### config.mk
export PLATFORM = sky130hd
export DESIGN_NAME = reg_wb_arbiter_flat
export DESIGN_NICKNAME = d
export VERILOG_FILES = /design/src/rtl/reg_wb_arbiter_if.sv /design/src/rtl/reg_wb_arbiter.sv /design/src/flat_wrapper.sv
export SDC_FILE = /design/constraint.sdc
export NUM_CORES = 1
export LEC_CHECK = 0
export ABC_AREA = 1
export CORE_MARGIN = 2
export CORE_UTILIZATION = 57
export CTS_CLUSTER_DIAMETER = 120
export CTS_CLUSTER_SIZE = 30
export DETAILED_ROUTE_END_ITERATION = 6
export HOLD_SLACK_MARGIN = 0.1
export MAX_ROUTING_LAYER = met4
export PLACE_DENSITY = 0.85
export RECOVER_POWER = 100
export SLEW_MARGIN = 20
export SYNTH_ARGS = -nofsm -noshare
export SYNTH_HDL_FRONTEND = slang
export SYNTH_SLANG_ARGS = --single-unit
export TNS_END_PERCENT = 5
### constraint.sdc
create_clock -name clk -period 4.33 [get_ports clk]
set_clock_uncertainty 0.15 [all_clocks]
set_input_delay 0.433 -clock clk [delete_from_list [all_inputs] [get_ports clk]]
set_output_delay 0.433 -clock clk [all_outputs]
set_load 0.01 [all_outputs]
### src/rtl/reg_wb_arbiter_if.sv
`default_nettype none
// ============================================================================
// Module      : reg_wb_arbiter_if
// Description : Requester, register-file write port and hazard-query bundle
//               for the register-file writeback arbiter.
// Revision    : 1.0 - initial release
// ============================================================================
interface reg_wb_arbiter_if;
    logic        req0_valid;
    logic        req0_ready;
    logic [3:0]  req0_addr;
    logic [31:0] req0_data;
    logic        req1_valid;
    logic        req1_ready;
    logic [3:0]  req1_addr;
    logic [31:0] req1_data;
    logic        wr_en;
    logic [3:0]  write_addr;
    logic [31:0] write_data;
    logic [3:0]  chk_addr;
    logic        chk_hit;
    logic        idle;

    modport master (
        output req0_valid, req0_addr, req0_data,
        input  req0_ready,
        output req1_valid, req1_addr, req1_data,
        input  req1_ready,
        input  wr_en, write_addr, write_data,
        output chk_addr,
        input  chk_hit, idle
    );

    modport slave (
        input  req0_valid, req0_addr, req0_data,
        output req0_ready,
        input  req1_valid, req1_addr, req1_data,
        output req1_ready,
        output wr_en, write_addr, write_data,
        input  chk_addr,
        output chk_hit, idle
    );
endinterface
`default_nettype wire

### src/rtl/reg_wb_arbiter.sv
`default_nettype none
// ============================================================================
// Module      : reg_wb_arbiter
// Description : Two-requester writeback arbiter for the single register-file
//               write port; per-requester FIFOs, registered output stage and
//               pending-write hazard query. Define REG_WB_RR_ARB_EN for
//               round-robin arbitration (default: requester 1 has priority).
// Revision    : 1.0 - initial release
// ============================================================================
module reg_wb_arbiter #(
    parameter int DEPTH = 2
) (
    input  logic             clk,
    input  logic             rst,
    reg_wb_arbiter_if.slave  bus
);

    localparam int                 c_ptr_w    = $clog2(DEPTH);
    localparam int                 c_cnt_w    = c_ptr_w + 1;
    localparam logic [c_ptr_w-1:0] c_ptr_one  = c_ptr_w'(1);
    localparam logic [c_cnt_w-1:0] c_cnt_one  = c_cnt_w'(1);
    localparam logic [c_cnt_w-1:0] c_cnt_full = c_cnt_w'(DEPTH);

    // Entries are {addr[3:0], data[31:0]}.
    logic [35:0]        mem_q    [2][DEPTH];
    logic [35:0]        mem_d    [2][DEPTH];
    logic [c_ptr_w-1:0] wr_ptr_q [2];
    logic [c_ptr_w-1:0] wr_ptr_d [2];
    logic [c_ptr_w-1:0] rd_ptr_q [2];
    logic [c_ptr_w-1:0] rd_ptr_d [2];
    logic [c_cnt_w-1:0] count_q  [2];
    logic [c_cnt_w-1:0] count_d  [2];
    logic               wr_en_q, wr_en_d;
    logic [3:0]         write_addr_q, write_addr_d;
    logic [31:0]        write_data_q, write_data_d;
`ifdef REG_WB_RR_ARB_EN
    logic               rr_q, rr_d;
`endif

    logic [1:0]         w_req_valid;
    logic [1:0]         w_full;
    logic [1:0]         w_nonempty;
    logic [1:0]         w_push;
    logic [1:0]         w_grant;
    logic [35:0]        w_req_entry [2];
    logic [35:0]        w_head      [2];
    logic [c_ptr_w-1:0] w_off;
    logic               w_chk_hit;

    assign w_req_valid    = {bus.req1_valid, bus.req0_valid};
    assign w_req_entry[0] = {bus.req0_addr, bus.req0_data};
    assign w_req_entry[1] = {bus.req1_addr, bus.req1_data};

    always_comb begin
        w_full     = '0;
        w_nonempty = '0;
        w_push     = '0;
        for (int i = 0; i < 2; i++) begin
            w_full[i]     = (count_q[i] == c_cnt_full);
            w_nonempty[i] = (count_q[i] != '0);
            w_push[i]     = w_req_valid[i] & ~w_full[i];
            w_head[i]     = mem_q[i][rd_ptr_q[i]];
        end
    end

    // A contended grant hands preference to the other requester.
    always_comb begin
        w_grant = w_nonempty;
`ifdef REG_WB_RR_ARB_EN
        rr_d = rr_q;
`endif
        if (&w_nonempty) begin
`ifdef REG_WB_RR_ARB_EN
            w_grant = rr_q ? 2'b10 : 2'b01;
            rr_d    = ~rr_q;
`else
            w_grant = 2'b10;
`endif
        end
    end

    always_comb begin
        mem_d        = mem_q;
        wr_en_d      = |w_grant;
        write_addr_d = write_addr_q;
        write_data_d = write_data_q;
        for (int i = 0; i < 2; i++) begin
            wr_ptr_d[i] = wr_ptr_q[i];
            rd_ptr_d[i] = rd_ptr_q[i];
            count_d[i]  = count_q[i];
            if (w_push[i]) begin
                mem_d[i][wr_ptr_q[i]] = w_req_entry[i];
                wr_ptr_d[i]           = wr_ptr_q[i] + c_ptr_one;
            end
            if (w_grant[i]) begin
                rd_ptr_d[i] = rd_ptr_q[i] + c_ptr_one;
            end
            case ({w_push[i], w_grant[i]})
                2'b10:   count_d[i] = count_q[i] + c_cnt_one;
                2'b01:   count_d[i] = count_q[i] - c_cnt_one;
                default: count_d[i] = count_q[i];
            endcase
        end
        if (w_grant[1]) begin
            {write_addr_d, write_data_d} = w_head[1];
        end else if (w_grant[0]) begin
            {write_addr_d, write_data_d} = w_head[0];
        end
    end

    // An entry is live when its distance from the read pointer is below count.
    always_comb begin
        w_off     = '0;
        w_chk_hit = wr_en_q && (write_addr_q == bus.chk_addr);
        for (int i = 0; i < 2; i++) begin
            for (int j = 0; j < DEPTH; j++) begin
                w_off = c_ptr_w'(j) - rd_ptr_q[i];
                if (({1'b0, w_off} < count_q[i]) && (mem_q[i][j][35:32] == bus.chk_addr)) begin
                    w_chk_hit = 1'b1;
                end
            end
        end
    end

    always_ff @(posedge clk) begin
        if (rst) begin
            for (int i = 0; i < 2; i++) begin
                wr_ptr_q[i] <= '0;
                rd_ptr_q[i] <= '0;
                count_q[i]  <= '0;
            end
            wr_en_q      <= 1'b0;
            write_addr_q <= '0;
            write_data_q <= '0;
`ifdef REG_WB_RR_ARB_EN
            rr_q         <= 1'b0;
`endif
        end else begin
            for (int i = 0; i < 2; i++) begin
                wr_ptr_q[i] <= wr_ptr_d[i];
                rd_ptr_q[i] <= rd_ptr_d[i];
                count_q[i]  <= count_d[i];
            end
            wr_en_q      <= wr_en_d;
            write_addr_q <= write_addr_d;
            write_data_q <= write_data_d;
`ifdef REG_WB_RR_ARB_EN
            rr_q         <= rr_d;
`endif
        end
        mem_q <= mem_d;
    end

    assign bus.req0_ready = rst | ~w_full[0];
    assign bus.req1_ready = rst | ~w_full[1];
    assign bus.wr_en      = wr_en_q;
    assign bus.write_addr = write_addr_q;
    assign bus.write_data = write_data_q;
    assign bus.chk_hit    = w_chk_hit;
    assign bus.idle       = (count_q[0] == '0) && (count_q[1] == '0) && !wr_en_q;

endmodule
`default_nettype wire

### src/flat_wrapper.sv
// flat-port wrapper written by rule: the top's interface ports become plain ports
module reg_wb_arbiter_flat 
#(
    parameter int DEPTH = 2
)
  (clk, rst, bus_req0_valid, bus_req0_addr, bus_req0_data, bus_req0_ready, bus_req1_valid, bus_req1_addr, bus_req1_data, bus_req1_ready, bus_wr_en, bus_write_addr, bus_write_data, bus_chk_addr, bus_chk_hit, bus_idle);
  reg_wb_arbiter_if bus_i ();
  input  logic clk;
  input  logic rst;
  input wire logic [$bits(bus_i.req0_valid)-1:0] bus_req0_valid;
  input wire logic [$bits(bus_i.req0_addr)-1:0] bus_req0_addr;
  input wire logic [$bits(bus_i.req0_data)-1:0] bus_req0_data;
  output wire logic [$bits(bus_i.req0_ready)-1:0] bus_req0_ready;
  input wire logic [$bits(bus_i.req1_valid)-1:0] bus_req1_valid;
  input wire logic [$bits(bus_i.req1_addr)-1:0] bus_req1_addr;
  input wire logic [$bits(bus_i.req1_data)-1:0] bus_req1_data;
  output wire logic [$bits(bus_i.req1_ready)-1:0] bus_req1_ready;
  output wire logic [$bits(bus_i.wr_en)-1:0] bus_wr_en;
  output wire logic [$bits(bus_i.write_addr)-1:0] bus_write_addr;
  output wire logic [$bits(bus_i.write_data)-1:0] bus_write_data;
  input wire logic [$bits(bus_i.chk_addr)-1:0] bus_chk_addr;
  output wire logic [$bits(bus_i.chk_hit)-1:0] bus_chk_hit;
  output wire logic [$bits(bus_i.idle)-1:0] bus_idle;
  assign bus_i.req0_valid = bus_req0_valid;
  assign bus_i.req0_addr = bus_req0_addr;
  assign bus_i.req0_data = bus_req0_data;
  assign bus_req0_ready = bus_i.req0_ready;
  assign bus_i.req1_valid = bus_req1_valid;
  assign bus_i.req1_addr = bus_req1_addr;
  assign bus_i.req1_data = bus_req1_data;
  assign bus_req1_ready = bus_i.req1_ready;
  assign bus_wr_en = bus_i.wr_en;
  assign bus_write_addr = bus_i.write_addr;
  assign bus_write_data = bus_i.write_data;
  assign bus_i.chk_addr = bus_chk_addr;
  assign bus_chk_hit = bus_i.chk_hit;
  assign bus_idle = bus_i.idle;
  reg_wb_arbiter #(.DEPTH(DEPTH)) u_core (.clk(clk), .rst(rst), .bus(bus_i));
endmodule
# After elaboration in Yosys (flattened, before gate mapping)
# Memory sizes are Yosys's and may differ from the RTL's.
# Cells that the tools add are included.
totals:
  ff_bits: 181
  latchBits: 0
  ram_bits: 8
  mem_bits_ro: 0
  out_inout_bits: 41
  elab_cells: 112
  mem_count: 3
memory_table:
  columns: ["name", "words", "width", "read_ports", "rd_clocked_by_memory_dff", "wr", "line", "rtl"]
  rows:
  - ["u_core.count_q", 2, 2, 2, 0, 2, "reg_wb_arbiter.sv:31", "logic [c_cnt_w-1:0] count_q [2];"]
  - ["u_core.rd_ptr_q", 2, 1, 2, 0, 2, "reg_wb_arbiter.sv:29", "logic [c_ptr_w-1:0] rd_ptr_q [2];"]
  - ["u_core.wr_ptr_q", 2, 1, 2, 0, 2, "reg_wb_arbiter.sv:27", "logic [c_ptr_w-1:0] wr_ptr_q [2];"]
op_classes:
  addsub: 12
  mul: 0
  div_mod_pow: 0
  magnitude_cmp: 10
  eq_ne: 11
  shift: 0
  mux: 36
  n_bitwise: 16
  n_reduce_logical: 17
op_table:
  columns: ["operator", "n"]
  rows:
  - ["36-bit 2-to-1 mux", 8]
  - ["72-bit bitwise mux", 2]
  - ["36-bit demux with 1-bit select", 2]
  - ["32-bit 2-to-1 mux", 2]
  - ["4-bit == test", 5]
  - ["1-bit 2-to-1 mux", 15]
  - ["1-bit logical AND", 9]
  - ["2-bit == test (second input constant)", 4]
  - ["2-bit >= comparator (second input constant)", 4]
  - ["1-bit by 2-bit less-than comparator with 1-bit output", 4]
  - ["4-bit 2-to-1 mux", 2]
  - ["1-bit NOT with 2-bit output", 4]
  - ["1-bit OR", 8]
  - ["2-bit one-hot mux with 2 select lines", 2]
  - ["2-bit 2-to-1 mux", 3]
  - ["2-bit nonzero test", 3]
  - ["1-bit adder (second input constant)", 4]
  - ["2-bit by 1-bit adder with 2-bit output (second input constant)", 2]
  - ["2-bit by 1-bit == test with 1-bit output (second input constant)", 2]
  - ["2-bit logical NOT", 2]
  - ["2-bit by 1-bit less-than comparator with 1-bit output (second input constant)", 2]
  - ["1-bit subtractor (first input constant)", 4]
  - ["2-bit by 1-bit subtractor with 2-bit output (second input constant)", 2]
  - ["1-bit AND", 2]
  - ["4 further kinds", 5]

# Depth between registers and ports, before layout
logic_depth:
  word_depth: 7
  depth_mapped: 9

# Worst setup path after synthesis
# OpenSTA, ideal clock, no wires.
synth_path:
  path_kind: "register to register"
  start: "memory u_core.count_q[0][2] in the netlist's numbering"
  end: "register u_core.mem_q[0] in the netlist's numbering (enable)"
  setup_time_ps: 429
  t_arrival_ps: 2162
  t_required_ps: 3751
  path_slack_ps: 1589
  path_stages_with_launch: 3
  path_buffers: 0
  path_cell_list: "dfxtp_1 o21ai_0 nor2_1"
synth_rtl:
  columns: ["item", "line", "rtl"]
  rows:
  - ["start: declaration", "reg_wb_arbiter.sv:31", null]
  - ["end signal: assignment", "reg_wb_arbiter.sv:151", "mem_q <= mem_d;"]
  - ["end: declaration", "reg_wb_arbiter.sv:25", "logic [35:0] mem_q [2][DEPTH];"]

==> out/results.env <==
RUN_STATUS='complete, but fails checks'
VIOLATIONS='max-capacitance violations, max-slew violations'
NUMBER_OF_ITERATIONS_IN_THE_FIRST_DETAILED_ROUTING_PASS=5
PLACE_INST=929
ROUTE.ANTENNA.REMAINING_NETS=0
LAYOUT.CELLS.NON_FILLER=966
MIN_PERIOD_OVER_PERIOD_PCT=82.1
SYN-INSTANCE-COUNT=664
POWER_DENSITY_mW_PER_MM2=661
SYNTHESIS.YOSYS.WARNINGS=0
INITIAL_UTILIZATION_PCT=58.0
TRACK_USAGE_PCT=27.0
CP_BUFS_INVS=2
NUM_ROWS=41
NUMBER_OF_FLOPS_MAPPED_TO_ENABLE_CELLS_BY_YOSYS=144
NUM_CTS_BUFFERS=17
CAP_VIOLATIONS=2
SYNTH_SEQUENTIAL_AREA_RATIO_PCT=71.7
CRITPATHARRIVALTIME_NS=3.44
GRT_FIRST_PASS_WIRELENGTH_MM=26.1
NETLIST-CELL-TYPE-COUNT=24
CLOCK_LATENCY_REPORTED_FOR_THE_LATE_SIDE_OF_THE_WORST_SKEW_PAIR_NS=0.43
TIMING_WORST_SETUP_PATH_TYPE='reg -> reg'
GRT_PASS1_VIAS=5190
TIGHTEST_SLEW_NS=1.97
SYNTHSIMPLEGATEAREAFRAC_PCT=15.9
NETS_FINAL=862
LAYOUT-DRIVE-GT1-SHARE_PCT=5.17
TIMING.MAX_SLEW.REL_SLACK_PCT=-32.1
IOS=121
SYNTH-ADDER-AREA-SHARE_PCT=0.343
YS_ASYNC_SR_FRACTION_PCT=0
DETAIL_ROUTE.DRC_VIOLATIONS=0
HTREE_NUM_LEVELS=4
SYNTHESIS.AREA_PER_INSTANCE_UM2=11.0
MAXIMUM_NUMBER_OF_PINS_ON_ONE_NET_BEFORE_GLOBAL_ROUTE_REPAIR=45
NUMCLOCKSINKS=189
SORT_OF_ELEMENT_AT_THE_END_OF_THE_CRITICAL_PATH='register'
SETUP-VIOLATIONS-FINAL=0
LAYOUT-AREA-OVERHEAD-VS-SYNTH_PCT=25.6
CRITPATHMAXFANOUT=22
WORST_HOLD_PATH_TYPE='reg -> reg'
SYNTH_TOP_FAMILY_BY_AREA='simple AND/OR/NAND/NOR gates'
MAX_FREQ_MHz=281
SYNTHTOPCELLSBYCOUNT='sky130_fd_sc_hd__nand2_1 (204), sky130_fd_sc_hd__edfxtp_1 (144), sky130_fd_sc_hd__nor2_1 (79), sky130_fd_sc_hd__o21ai_0 (58), sky130_fd_sc_hd__dfxtp_1 (45)'
POST_CTS_SETUP_BUFFER_COUNT=0
TOTALPOWERFINAL_W=0.00606
CP_DATA_REQUIRED_TIME_NS=4.21
CLOCK_TREE.ROOT_CELL='sky130_fd_sc_hd__clkbuf_16'
WL_PER_CELL_UM=18.1
TIMING_HOLD_VIOLATIONS_FINAL=0
CLK_PATH_BUF_DEPTH=2
POSTLAYOUTSETUPSLACKWORST_NS=0.776
IR_DROP_WORST_CASE_VDD_mV=0.395
DIE-WIDTH_UM=117
POST_SYNTHESIS_COMPOUND_GATE_AREA_FRACTION_PCT=8.17
MOST_USED_FLIP_FLOP_CELL_AFTER_SYNTHESIS='sky130_fd_sc_hd__edfxtp_1'
GRT_ANTENNA_BEFORE_REPAIR=1
CTSRESIZECOUNT=0
POSTSYNTHNETCOUNT=746
YOSYSMOSTFREQUENTCELL='sky130_fd_sc_hd__nand2_1'
CRIT_PATH_START_KIND='register'
CORE_AREA_MM2=0.0126
CRITICAL_PATH.MAX_STAGE_DELAY_NS=1.13
CTS_TREE='done'
NUMBER_OF_DRC_VIOLATIONS_AFTER_DETAILED_ROUTING_ITERATION_0=481
DIE-AREA_MM2=0.0137
POSTCTSHOLDBUFS=0
SYNTH_MUX_AREA_SHARE_PCT=0
HOLD-WORST-SLACK_NS=0.337
ROUTE.VIAS.TOTAL=5401
CRITICAL_PATH.CELL_CHAIN='inv_1 > o21ai_0 > nor2_1 > clkbuf_1'
SYNTH_SEQ_CELLS=189
IO_BUF_COUNT=120
UNREPAIRED_SETUP_ENDPOINTS_AFTER_GLOBAL_ROUTING='false'
FINAL-MAX-SLEW-VIOLATION-COUNT=40
P_LEAK_nW=3.48
SYN-CELL-AREA_MM2=0.00729
YS_TOP_CELLS_BY_AREA='sky130_fd_sc_hd__edfxtp_1 (59%), sky130_fd_sc_hd__dfxtp_1 (12%), sky130_fd_sc_hd__nand2_1 (11%)'
GRT.OVERFLOW.TOTAL=0
GP_CONGESTION=0.846
SETUP-TNS-FINAL_NS=0
WORST_PATH_DOMINANT_CELL_FAMILY='buffers and inverters'
CLKTRANSATPATHREGS_NS=0.07
DIEHEIGHT_UM=117
DETAIL_ROUTE.VIAS_PER_CELL=5.59
SYNTH_XOR_XNOR_AREA_SHARE_PCT=0.601
SYNTH_TOP_CELL_BY_AREA='sky130_fd_sc_hd__edfxtp_1'
PERIOD_MINUS_SLACK_NS=3.55
PRECTSSETUPSLACK_NS=1.52
CRIT_PATH_TOP_DELAY_CELL='sky130_fd_sc_hd__nor2_1'
PLACE.DETAILED.HPWL_MM=10.7
AREA_SHARE_OF_THE_LARGEST_CELL_TYPE_AFTER_SYNTHESIS_PCT=59.3
TOTALWIRELENGTH_MM=17.4
-- per-stage QoR --
stage          util [%]  instance area (µm²)
3_5_place_dp       68.7                 8630
4_1_cts            72.9                 9160
6_report           72.9                 9160
2_1_floorplan         -                 7290
5_1_grt            72.9                 9160
3_3_place_gp       68.7                 8630
-- registers in the layout, indices dropped and copies added (netlist names) --
signal	flops
u_core.count_q	4
u_core.rd_ptr_q	2
u_core.wr_ptr_q	2
u_core.bus.wr_en	1
u_core.mem_q	144
u_core.bus.write_addr	4
u_core.bus.write_data	32
-- tightest hold or removal path, delay by kind of cell (launching register included) --
family	cells	cell delay (ns)
flip-flops	1	0.30
AO/OA/AOI/OAI	1	0.07
AND/OR/NAND/NOR	1	0.06
-- layer usage --
| layer | share of wire, % | up-vias | track usage, % |
|---|---|---|---|
| li1 | - | 2501 | - |
| met1 | 40 | 2590 | 33.5 |
| met2 | 50 | 282 | 44.5 |
| met3 | 8.3 | 28 | 6.33 |
| met4 | 1.7 | 0 | 8.63 |
| met5 | 0 | - | - |
-- cells in the final DEF, fill, tap and decap left out, drive strengths merged --
| master | netlist | layout |
|---|---|---|
| nand2 | 204 | 204 |
| edfxtp | 144 | 144 |
| dlygate4sd3 | 0 | 111 |
| nor2 | 81 | 81 |
| o21ai | 58 | 58 |
| dfxtp | 45 | 45 |
| a31oi | 34 | 34 |
| inv | 27 | 29 |
| clkbuf | 22 | 21 |
| a21oi | 14 | 14 |
| clkinv | 2 | 14 |
| clkdlybuf4s50 | 0 | 8 |
| nand3 | 7 | 7 |
| xnor2 | 5 | 5 |
| buf | 9 | 5 |
| or2 | 3 | 3 |
| nand4 | 2 | 2 |
| nor3 | 2 | 2 |
| o211ai | 2 | 2 |
| ha | 2 | 2 |
| diode | 0 | 1 |
| a211oi | 1 | 1 |
| clkinvlp | 0 | 1 |
-- power by group --
part           internal (W)  switching (W)
Combinational      0.000731        0.00126
Clock              0.000730       0.000657
Sequential          0.00239       0.000283
-- cells by family after synthesis --
logic type / Yosys count
simple gates: 299
flops: 189
compound gates: 109
buf+inv: 60
xor+xnor: 5
fa+ha+maj: 2
-- worst paths after layout --
| kind | slack [ns] | startpoint | cells after the start | endpoint |
|---|---|---|---|---|
| max | 0.78 | u_core.count_q[0][3] | 4 | u_core.mem_q[52] |
| min | 0.34 | u_core.bus.write_data[6] | 2 | u_core.bus.write_data[6] |
| max reg2reg | 0.78 | u_core.count_q[0][3] | 4 | u_core.mem_q[52] |
| min reg2reg | 0.34 | u_core.bus.write_data[6] | 2 | u_core.bus.write_data[6] |
-- cell type report --
cell class                      count  area, µm²
Antenna cell                        1       2.50
Clock buffer                       17        425
Clock inverter                     15        101
Fill cell                         848       3410
Inverter                           29        109
Multi-Input combinational cell    415       1820
Sequential cell                   189       5230
Tap cell                          172        215
Timing Repair Buffer              128       1260
Note: power is estimated with default switching activity, not from simulation.
